**config.mk**
```make
export PLATFORM = sky130hd
export DESIGN_NAME = seq_detector_param_flat
export DESIGN_NICKNAME = d
export VERILOG_FILES = /design/src/rtl/seq_det_pkg.sv /design/src/rtl/seq_detector_param_if.sv /design/src/rtl/sat_counter.sv /design/src/rtl/seq_detector_param.sv /design/src/flat_wrapper.sv
export SDC_FILE = /design/constraint.sdc
export NUM_CORES = 1
export LEC_CHECK = 0
export CAP_MARGIN = 40
export CORE_MARGIN = 2
export CORE_UTILIZATION = 49
export DETAILED_ROUTE_END_ITERATION = 10
export PLACE_DENSITY_LB_ADDON = 0.25
export SYNTH_ARGS = -nofsm -noshare
export SYNTH_HDL_FRONTEND = slang
export SYNTH_SLANG_ARGS = --single-unit
```
**constraint.sdc**
```tcl
create_clock -name clk -period 2.3 [get_ports clk]
set_clock_uncertainty 0.2 [all_clocks]
set_input_delay 0.46 -clock clk [delete_from_list [all_inputs] [get_ports clk]]
set_output_delay 0.46 -clock clk [all_outputs]
set_load 0.005 [all_outputs]
```
**src/rtl/seq_det_pkg.sv**
```systemverilog
// Shared types and constants for the parametrised sequence detector.
package seq_det_pkg;

  typedef enum logic {
    FILL  = 1'b0,
    ARMED = 1'b1
  } state_e;

  localparam logic [3:0] SEQ_DEFAULT_PAT = 4'b1101;

  // Width needed for a counter that runs 0..pat_w inclusive.
  function automatic int unsigned fill_w(input int unsigned pat_w);
    return $clog2(pat_w + 1);
  endfunction

endpackage

```
**src/rtl/seq_detector_param_if.sv**
```systemverilog
// Serial-in / match-out bundle of the sequence detector.
interface seq_detector_param_if #(
  parameter int unsigned PAT_W = 4,
  parameter int unsigned CNT_W = 8
);
  logic             x;
  logic             x_valid;
  logic             overlap;
  logic             pat_load;
  logic [PAT_W-1:0] pat_in;
  logic             cnt_clr;
  logic             z;
  logic [PAT_W-1:0] seq;
  logic [CNT_W-1:0] match_cnt;
  logic             armed;

  modport master (
    output x, x_valid, overlap, pat_load, pat_in, cnt_clr,
    input  z, seq, match_cnt, armed
  );

  modport slave (
    input  x, x_valid, overlap, pat_load, pat_in, cnt_clr,
    output z, seq, match_cnt, armed
  );
endinterface

```
**src/rtl/sat_counter.sv**
```systemverilog
// Saturating up-counter with synchronous clear; clear and increment together yield 1.
module sat_counter #(
  parameter int unsigned CNT_W = 8
) (
  input  logic             clk,
  input  logic             rst,
  input  logic             inc,
  input  logic             clr,
  output logic [CNT_W-1:0] cnt
);

  // Count events, holding at all-ones instead of wrapping.
  always_ff @(posedge clk or posedge rst) begin
    if (rst) begin
      cnt <= '0;
    end else if (clr) begin
      cnt <= inc ? CNT_W'(1) : '0;
    end else if (inc && (cnt != '1)) begin
      cnt <= cnt + CNT_W'(1);
    end
  end

endmodule

```
**src/rtl/seq_detector_param.sv**
```systemverilog
// Parametrised serial pattern detector: history shift register, loadable pattern,
// fill tracking, FILL/ARMED FSM, match strobe and saturating match counter.
module seq_detector_param
  import seq_det_pkg::*;
#(
  parameter int unsigned      PAT_W       = 4,
  parameter logic [PAT_W-1:0] DEFAULT_PAT = PAT_W'(SEQ_DEFAULT_PAT),
  parameter int unsigned      CNT_W       = 8,
  parameter bit               REG_OUT     = 1'b1
) (
  input logic clk,
  input logic rst,
  seq_detector_param_if.slave bus
);

  localparam int unsigned FW = fill_w(PAT_W);

  logic [PAT_W-1:0] r_seq;
  logic [PAT_W-1:0] r_pat;
  logic [FW-1:0]    r_fill;
  state_e           r_state;
  logic [PAT_W-1:0] w_next_seq;
  logic             w_hit;
  logic [CNT_W-1:0] w_cnt;

  assign w_next_seq = {r_seq[PAT_W-2:0], bus.x};

  // A match needs PAT_W-1 prior bits plus the bit arriving on this edge.
  assign w_hit = bus.x_valid & ~bus.pat_load
               & (r_fill >= FW'(PAT_W - 1))
               & (w_next_seq == r_pat);

  // History, pattern, fill counter and FILL/ARMED state in one sequential block.
  always_ff @(posedge clk or posedge rst) begin
    if (rst) begin
      r_seq   <= '0;
      r_pat   <= DEFAULT_PAT;
      r_fill  <= '0;
      r_state <= FILL;
    end else if (bus.pat_load) begin
      r_pat   <= bus.pat_in;
      r_seq   <= '0;
      r_fill  <= '0;
      r_state <= FILL;
    end else if (bus.x_valid) begin
      r_seq <= w_next_seq;
      if (w_hit && !bus.overlap) begin
        // Non-overlapping: the matched bits stay visible in seq but do not count again.
        r_fill  <= '0;
        r_state <= FILL;
      end else begin
        if (r_fill != FW'(PAT_W)) begin
          r_fill <= r_fill + FW'(1);
        end
        if (r_fill >= FW'(PAT_W - 1)) begin
          r_state <= ARMED;
        end
      end
    end
  end

  // Match count for the display.
  sat_counter #(.CNT_W(CNT_W)) u_cnt (
    .clk (clk),
    .rst (rst),
    .inc (w_hit),
    .clr (bus.cnt_clr),
    .cnt (w_cnt)
  );

  assign bus.match_cnt = w_cnt;
  assign bus.seq       = r_seq;
  assign bus.armed     = (r_state == ARMED);

  if (REG_OUT) begin : g_zreg
    logic r_z;
    // Registered strobe: high for the cycle after the final bit's edge.
    always_ff @(posedge clk or posedge rst) begin
      if (rst) r_z <= 1'b0;
      else     r_z <= w_hit;
    end
    assign bus.z = r_z;
  end else begin : g_zcomb
    assign bus.z = w_hit;
  end

endmodule

```
**src/flat_wrapper.sv**
```systemverilog
// flat-port wrapper written by rule: the top's interface ports become plain ports
module seq_detector_param_flat import seq_det_pkg::*;
#(
  parameter int unsigned      PAT_W       = 4,
  parameter logic [PAT_W-1:0] DEFAULT_PAT = PAT_W'(SEQ_DEFAULT_PAT),
  parameter int unsigned      CNT_W       = 8,
  parameter bit               REG_OUT     = 1'b1
)
  (clk, rst, bus_x, bus_x_valid, bus_overlap, bus_pat_load, bus_pat_in, bus_cnt_clr, bus_z, bus_seq, bus_match_cnt, bus_armed);
  seq_detector_param_if #(.PAT_W(PAT_W), .CNT_W(CNT_W)) bus_i ();
  input logic clk;
  input logic rst;
  input wire logic [$bits(bus_i.x)-1:0] bus_x;
  input wire logic [$bits(bus_i.x_valid)-1:0] bus_x_valid;
  input wire logic [$bits(bus_i.overlap)-1:0] bus_overlap;
  input wire logic [$bits(bus_i.pat_load)-1:0] bus_pat_load;
  input wire logic [$bits(bus_i.pat_in)-1:0] bus_pat_in;
  input wire logic [$bits(bus_i.cnt_clr)-1:0] bus_cnt_clr;
  output wire logic [$bits(bus_i.z)-1:0] bus_z;
  output wire logic [$bits(bus_i.seq)-1:0] bus_seq;
  output wire logic [$bits(bus_i.match_cnt)-1:0] bus_match_cnt;
  output wire logic [$bits(bus_i.armed)-1:0] bus_armed;
  assign bus_i.x = bus_x;
  assign bus_i.x_valid = bus_x_valid;
  assign bus_i.overlap = bus_overlap;
  assign bus_i.pat_load = bus_pat_load;
  assign bus_i.pat_in = bus_pat_in;
  assign bus_i.cnt_clr = bus_cnt_clr;
  assign bus_z = bus_i.z;
  assign bus_seq = bus_i.seq;
  assign bus_match_cnt = bus_i.match_cnt;
  assign bus_armed = bus_i.armed;
  seq_detector_param #(.PAT_W(PAT_W), .DEFAULT_PAT(DEFAULT_PAT), .CNT_W(CNT_W), .REG_OUT(REG_OUT)) u_core (.clk(clk), .rst(rst), .bus(bus_i));
endmodule
```
==> Word level (Yosys, flattened, before mapping) <==
Index checks and enable logic that the tools add are counted.
{ "classes": {"n_addsub": 2, "order_cmp": 1, "n_eq_ne": 3, "n_mux": 13, "n_bitwise": 4, "reduce_logical": 9} }
{ "op_table": {"columns": ["operator", "count"], "rows": [
  ["8-bit 2-to-1 mux", 2],
  ["3-bit 2-to-1 mux", 4],
  ["8-bit by 1-bit adder with 8-bit output (second input constant)", 1],
  ["4-bit 2-to-1 mux", 2],
  ["8-bit inequality test (second input constant)", 1],
  ["3-bit nonzero test", 2],
  ["1-bit 2-to-1 mux", 5],
  ["4-bit == test", 1],
  ["2-bit AND reduction", 2],
  ["2-bit nonzero test", 2],
  ["3-bit by 1-bit adder with 3-bit output (second input constant)", 1],
  ["1-bit AND", 3],
  ["3-bit by 2-bit >= comparator with 1-bit output (second input constant)", 1],
  ["3-bit inequality test (second input constant)", 1],
  ["1-bit logical AND", 2],
  ["1-bit zero test", 1],
  ["1-bit inverter", 1]
]} }
{ "word_totals": {"regBits": 21, "inputBits": 11, "output_inout_bits": 14} }

==> Longest topological paths before layout <==
Gate-level depths: netlist (run 1).
{ "depth": {"word_depth": 8, "depth_mapped": 8} }

==> Hierarchy <==
Synthesis (run 1) repeated with hierarchy kept, for this count alone.
{ "unflattened": {"cells_unflattened": 103, "area_unflattened_um2": 1141.1} }
{ "by_module_without_submodules": {"columns": ["mod", "instances", "cells_each", "area_each_um2", "seq_area_each_um2"], "rows": [
  ["seq_detector_param", 1, 56, 690.7, 329.1],
  ["sat_counter", 1, 47, 450.4, 200.2]
]} }

==> Least setup slack after synthesis (run 1) <==
OpenSTA, ideal clock, no wires.
{ "synth_timing": {"path_type": "flip-flop to flip-flop", "from": "register u_core.r_fill[0]", "to": "register u_core.u_cnt.cnt[7]", "setup_ns": 0.077, "arrival_time_ns": 1.789, "t_required_ns": 2.023, "slack_ns": 0.234, "path_stages_with_launch": 8, "path_buffers": 0, "period_less_slack_ns": 2.066, "cell_sequence": "dfrtp_1 -> ha_1 -> ha_1 -> a211oi_2 -> nor4_4 -> nand3_4 -> or4_1 -> a21oi_1"} }
{ "synth_via": {"elab_chain_cells": 5} }
{ "synth_rtl": {"columns": ["item", "line_no", "source"], "rows": [
  ["from (decl)", "seq_detector_param.sv:20", "logic [FW-1:0] r_fill;"],
  ["from (signal assigned)", "seq_detector_param.sv:53", "r_fill <= r_fill + FW'(1);"],
  ["3-bit by 2-bit >= comparator with 1-bit output", "seq_detector_param.sv:30", "& (r_fill >= FW'(PAT_W - 1))"],
  ["1-bit AND", "seq_detector_param.sv:30", null],
  ["1-bit AND", "seq_detector_param.sv:31", "& (w_next_seq == r_pat);"],
  ["1-bit logical AND", "sat_counter.sv:18", "end else if (inc && (cnt != '1)) begin"],
  ["2-bit nonzero test (no line)", null, null],
  ["to (signal assigned)", "sat_counter.sv:17", "cnt <= inc ? CNT_W'(1) : '0;"],
  ["to (signal assigned)", "sat_counter.sv:19", "cnt <= cnt + CNT_W'(1);"],
  ["to (decl)", "sat_counter.sv:9", "output logic [CNT_W-1:0] cnt"]
]} }
No other way between the ends.
A chain may end at the register's enable or synchronous reset.

==> Worst setup path after layout (run 1) <==
{ "layout_timing": {"from": "register u_core.r_fill[1]", "to": "register u_core.r_fill[1]"} }
{ "layout_via": {"elab_chain_cells": 7} }
{ "layout_rtl": {"columns": ["item", "line_no", "source"], "rows": [
  ["3-bit by 2-bit >= comparator with 1-bit output", "seq_detector_param.sv:30", null],
  ["1-bit AND", "seq_detector_param.sv:30", null],
  ["1-bit AND", "seq_detector_param.sv:31", null],
  ["1-bit logical AND", "seq_detector_param.sv:47", "if (w_hit && !bus.overlap) begin"],
  ["3-bit 2-to-1 mux", "seq_detector_param.sv:47", null],
  ["3-bit 2-to-1 mux", "seq_detector_param.sv:45", "end else if (bus.x_valid) begin"],
  ["3-bit 2-to-1 mux", "seq_detector_param.sv:40", "end else if (bus.pat_load) begin"]
]} }
Parallel ways exist; a longest one is shown, timed or not. The select of a mux whose other input is x is not followed.

==> results of run 1 <==
[area by class of cell]
class | count | area, µm²
clock buffer | 3 | 22.5
clock inverter | 1 | 5.00
fill | 189 | 711
inverter | 6 | 25.0
multi-input combinational | 71 | 539
sequential | 21 | 532
tap | 28 | 35.0
timing repair buffer | 32 | 300
[cells by family (layout without fill, tap and decap cells)]
| logic type | count (synthesis) | count (layout) | share of synthesized area |
|---|---|---|---|
| xor+xnor | 7 | 7 | 0.0555 |
| simple gates | 36 | 36 | 0.203 |
| fa+ha+maj | 4 | 4 | 0.0453 |
| buf+inv | 10 | 42 | 0.0464 |
| compound gates | 15 | 15 | 0.0849 |
| mux | 9 | 9 | 0.0861 |
| flops | 21 | 21 | 0.479 |
[worst paths after layout]
| check | start | endpoint | slack, ns | cells past startpoint |
|---|---|---|---|---|
| max reg2reg | u_core.r_fill[1] | u_core.r_fill[1] | 0.12 | 8 |
| min reg2reg | u_core.bus.armed | u_core.bus.armed | 0.33 | 2 |
| max | u_core.r_fill[1] | u_core.r_fill[1] | 0.12 | 8 |
| min in group clk | u_core.bus.armed | u_core.bus.armed | 0.33 | 2 |
| max in group asynchronous | rst | u_core.r_pat[3] | 1.36 | 3 |
| min | rst | u_core.u_cnt.cnt[5] | 0.26 | 3 |
[flip-flops by register name (all words and copies together) (netlist names)]
| signal | cells |
|---|---|
| u_core.bus.armed | 1 |
| u_core.bus.seq | 4 |
| u_core.bus.z | 1 |
| u_core.r_fill | 3 |
| u_core.r_pat | 4 |
| u_core.u_cnt.cnt | 8 |
[cell usage after synthesis, types with 2 or more instances]
master / instances / area share
nand2_1: 3 / 0.010
o21ai_0: 3 / 0.014
dfrtp_1: 18 / 0.41
or4_1: 2 / 0.014
and3_1: 2 / 0.011
ha_1: 4 / 0.045
inv_1: 5 / 0.017
xor2_1: 6 / 0.048
nand3_1: 5 / 0.023
nand4_1: 2 / 0.011
mux2_2: 4 / 0.041
nor2_1: 13 / 0.044
dfstp_2: 3 / 0.071
mux2i_1: 5 / 0.045
o31ai_1: 2 / 0.014
a21oi_1: 6 / 0.027
[metal layers]
layer,share of wire,wire (µm)
met2,0.51,1140
met3,0.038,85
met5,0,0
met1,0.44,981
met4,0.016,35
[power by group]
group	total (mW)	switching [mW]	internal, mW
Sequential	0.416	0.0207	0.396
Combinational	0.153	0.0729	0.0798
Clock	0.179	0.114	0.0650
[metrics by stage]
step	instances	area, µm²	setup TNS (ns)	hold slack (ns)
after floorplan	102	1100	0	0.234
after global placement	157	1410	-0.229	0.292
after detailed placement	157	1410	-0.496	0.308
after CTS	161	1430	0	0.274
after global routing	162	1460	0	0.295
final	162	1460	0	0.261
[tightest hold or removal path: cells and delay by family]
family	cells	cell delay, ns
buffers and inverters	3	0.70
[what timing repair did]
| action | in CTS | in global routing |
|---|---|---|
| gates resized for setup | 0 | 5 |
| setup buffers | 0 | 1 |
| endpoints found under the setup margin | 0 | 6 |
==> results.sh, run 1 <==
export IMPL_outcome="finished clean"
export IMPL_clk_path_buf_depth=2
export IMPL_cts_reportedPaths_clkPinSlew_ns=0.12
export IMPL_antenna_cells=0
export IMPL_synth_warnings=0
export IMPL_cellLeakagePower_nw=0.643
export IMPL_final_common_cell="clkdlybuf4s50_1"
export IMPL_synth_edff_count=0
export IMPL_worstMarginPinSlew_ns=0.318
export IMPL_drive_gt1_frac=0.224
export IMPL_synth_area_per_cell_um2=10.8
export IMPL_syn_nets=117
export IMPL_drcViolationCount=0
export IMPL_vias=876
export IMPL_use_met3=0.0351
export IMPL_final_util=0.672
export IMPL_path_class="reg2reg"
export IMPL_critical_path_startpoint_type="flop"
export IMPL_synth_main_ff_cell="dfrtp_1"
export IMPL_period_share=0.946
export IMPL_hold_viol_final=0
export IMPL_dr_pass1_iters=4
export IMPL_rows=17
export IMPL_critPathTopFamily="compound AO/OA/AOI/OAI gates"
export IMPL_ys_ff_latch=21
export IMPL_grt_use_total=0.194
export IMPL_max_vdd_ir_drop_mv=0.464
export IMPL_netlist_instances=102
export IMPL_slew_headroom=0.787
export IMPL_end_kind="flop"
export IMPL_min_path_type="in2async"
export IMPL_fp_dieArea_um2=2650
export IMPL_synthDistinctLibCells=35
export IMPL_drtIter0Drc=17
export IMPL_power_density_nw_per_um2=513
export IMPL_syn_area_um2=1100
export IMPL_grt_pass1_wl_mm=3.88
export IMPL_htreeDepth=1
export IMPL_nets=150
export IMPL_ctsHoldBuffers=0
export IMPL_cpPeakStageDelay_ns=0.46
export IMPL_place_gp_congestion=0.752
export IMPL_async_reset_ff_frac=1.00
export IMPL_fmax_mhz=459
export IMPL_met1_usage=0.257
export IMPL_totalPowerFinal_mw=0.748
export IMPL_setup_violations=0
export IMPL_grt_overflow=0
export IMPL_drt_wirelength_per_cell_um=13.8
export IMPL_path_buf_inv=1
export IMPL_rsz0062_at_grt="false"
export IMPL_antenna_found_initial=0
export IMPL_via_per_inst=5.41
export IMPL_cp_cell_sequence="ha_1, ha_2, a211oi_4, nor4_4, buf_4, and2_2, a21o_1, nor2_1"
export IMPL_grt_use_met2=0.314
export IMPL_fin_crit_ns=2.18
export IMPL_grt_busiest_layer="met2"
export IMPL_root_buffer="clkbuf_4"
export IMPL_cts_tree="yes"
export IMPL_die_y_um=51.5
export IMPL_pre_cts_slack_ns=-0.128
export IMPL_fp_coreArea_um2=2170
export IMPL_detail_route_antenna_nets=0
export IMPL_ys_seq_area_frac=0.479
export IMPL_port_buffers=24
export IMPL_worst_slack_ns=0.124
export IMPL_place_hpwl_mm=1.71
export IMPL_cts_buffers=3
export IMPL_cp_data_arrival_time_ns=2.21
export IMPL_clkSinkCount=21
export IMPL_drt_wl_total_mm=2.24
export IMPL_grt_pass1_vias=837
export IMPL_slowest_stage="dfrtp_2"
export IMPL_critPathMaxFanout=6
export IMPL_grt_start_max_net_pins=22
export IMPL_die_w_um=51.5
export IMPL_final_cell_mix="clkdlybuf4s50_1, dfrtp_1, nor2_1"
export IMPL_clk_latency_ns=0.31
export IMPL_syn_to_final_growth_pct=32.0
export IMPL_io_pins=25
export IMPL_slew_viol_final=0
export IMPL_crit_required_ns=2.34
export IMPL_timing_max_cap_violations=0
export IMPL_start_util=0.509
Power figures use the tool's default switching activity.
==> run 2, diff against run 1 <==
Settings changed: CORE_ASPECT_RATIO set to 1.2.
==> results.sh, run 2 (same netlist as run 1, synthesis figures left out) <==
export IMPL_grt_use_total=0.183
export IMPL_outcome="finished clean"
export IMPL_io_pins=25
export IMPL_htreeDepth=1
export IMPL_power_internal_mw=0.543
export IMPL_via_per_inst=5.25
export IMPL_path_buf_inv=0
export IMPL_die_w_um=47.3
export IMPL_dr_pass1_iters=4
export IMPL_crit_required_ns=2.33
export IMPL_ctsHoldBuffers=0
export IMPL_root_buffer="clkbuf_4"
export IMPL_max_vdd_ir_drop_mv=0.378
export IMPL_rows=18
export IMPL_finalSetupTns_ns=0
export IMPL_grt_overflow=0
export IMPL_drt_wirelength_per_cell_um=13.8
export IMPL_clk_path_buf_depth=2
export IMPL_largest_register_ffs=8
export IMPL_grt_start_max_net_pins=14
export IMPL_setup_violations=0
export IMPL_r2r_end="u_core.u_cnt.cnt[5]"
export IMPL_vias=861
export IMPL_crit_top_cell="ha_4"
export IMPL_path_class="reg2reg"
export IMPL_cp_cell_sequence="ha_4, ha_4, a211oi_4, nor4_4, nand3_4, or4_4, a21oi_2"
export IMPL_antenna_cells=0
export IMPL_cellLeakagePower_nw=0.643
export IMPL_rsz0062_at_grt="false"
export IMPL_end_kind="flop"
export IMPL_cp_startpoint="u_core.r_fill[0]"
export IMPL_critPathCapture="u_core.u_cnt.cnt[5]"
export IMPL_place_hpwl_mm=1.73
export IMPL_grt_pass1_wl_mm=3.59
export IMPL_switching_share=0.280
export IMPL_r2r_start="u_core.r_fill[0]"
export IMPL_totalPowerFinal_mw=0.754
export IMPL_grt_pass1_vias=865
export IMPL_cts_reportedPaths_clkPinSlew_ns=0.12
export IMPL_slew_headroom=0.671
export IMPL_nets=150
export IMPL_cpPeakStageDelay_ns=0.50
export IMPL_fp_dieArea_um2=2650
export IMPL_die_y_um=56.0
export IMPL_reg2regPathDepth=7
export IMPL_final_common_cell="clkdlybuf4s50_1"
export IMPL_pwr_share_seq=0.560
export IMPL_period_share=0.948
export IMPL_detail_route_antenna_nets=0
export IMPL_critPathTopFamily="simple AND/OR/NAND/NOR gates"
export IMPL_final_cell_mix="clkdlybuf4s50_1, dfrtp_1, nor2_1"
export IMPL_worst_slack_ns=0.120
export IMPL_slowest_stage="or4_4"
export IMPL_pre_cts_slack_ns=-0.143
export IMPL_fin_crit_ns=2.18
export IMPL_worstMarginPinSlew_ns=0.493
export IMPL_power_density_nw_per_um2=506
export IMPL_min_path_type="in2async"
export IMPL_syn_to_final_growth_pct=35.0
export IMPL_p_clk_frac=0.233
export IMPL_place_gp_congestion=0.824
export IMPL_drcViolationCount=0
export IMPL_place_inst=157
export IMPL_reg2reg_slack_ns=0.12
export IMPL_fmax_mhz=459
export IMPL_drtIter0Drc=16
export IMPL_clk_latency_ns=0.30
export IMPL_port_buffers=24
export IMPL_fp_coreArea_um2=2090
export IMPL_stdcell_count=164
export IMPL_critical_path_startpoint_type="flop"
export IMPL_final_util=0.712
export IMPL_slew_viol_final=0
export IMPL_place_area_um2=1390
export IMPL_timing_max_cap_violations=0
export IMPL_crit_cells=7
export IMPL_cp_data_arrival_time_ns=2.21
export IMPL_start_util=0.527
export IMPL_antenna_found_initial=0
export IMPL_drive_gt1_frac=0.246
export IMPL_hold_viol_final=0
export IMPL_drt_wl_total_mm=2.26
export IMPL_clkSinkCount=21
export IMPL_critPathMaxFanout=6
export IMPL_comb_power_share=0.207
export IMPL_switchingPower_mw=0.211
export IMPL_design_area_um2=1490
export IMPL_largest_register="u_core.u_cnt.cnt"
export IMPL_fin_hold_ws_ns=0.279
export IMPL_cts_buffers=3
export IMPL_cts_tree="yes"
==> run 2: cell types whose count changed in the layout (fill, tap and decap cells not counted) <==
cell     previous run  this run
a21oi_1             6         5
a21oi_2             0         1
ha_1                3         2
ha_2                1         0
ha_4                0         2
or4_1               2         1
or4_4               0         1
==> run 2: area by class of cell <==
| class | count | area (µm²) |
|---|---|---|
| clock buffers | 3 | 22.5 |
| clock inverters | 1 | 5.00 |
| fillers | 171 | 603 |
| inverters | 6 | 25.0 |
| multi-input cells | 71 | 569 |
| flip-flops and latches | 21 | 532 |
| well taps | 30 | 37.5 |
| repair buffers | 32 | 300 |
==> run 2: power by group through the flow <==
stage               registers, mW  clock network [mW]  logic, mW
floorplan                   0.418                   0     0.0922
global placement            0.421                   0      0.133
detailed placement          0.422                   0      0.142
CTS                         0.415               0.180      0.143
global route                0.426               0.195      0.173
finish                      0.422               0.176      0.156
==> run 2: what timing repair did <==
| item | in CTS | in global routing |
|---|---|---|
| resized for setup | 0 | 10 |
| setup buffers | 0 | 3 |
| setup endpoints to repair | 0 | 7 |
| endpoints found under the hold margin | 0 | 0 |
==> run 2: routing by layer <==
layer	vias to the layer above	GRT usage	part of all wire
li1	420	-	-
met1	427	0.195	0.39
met2	12	0.330	0.57
met3	2	0.0227	0.022
met4	0	0.0794	0.0089
met5	-	0	0
==> run 2: worst min path at each step <==
stage / cells after the start / to
4_1_cts: 2 / u_core.r_fill[0]
3_3_place_gp: 2 / u_core.bus.armed
2_1_floorplan: 1 / u_core.bus.armed
5_1_grt: 2 / u_core.r_fill[0]
6_report: 2 / u_core.r_fill[0]
3_5_place_dp: 2 / u_core.bus.armed
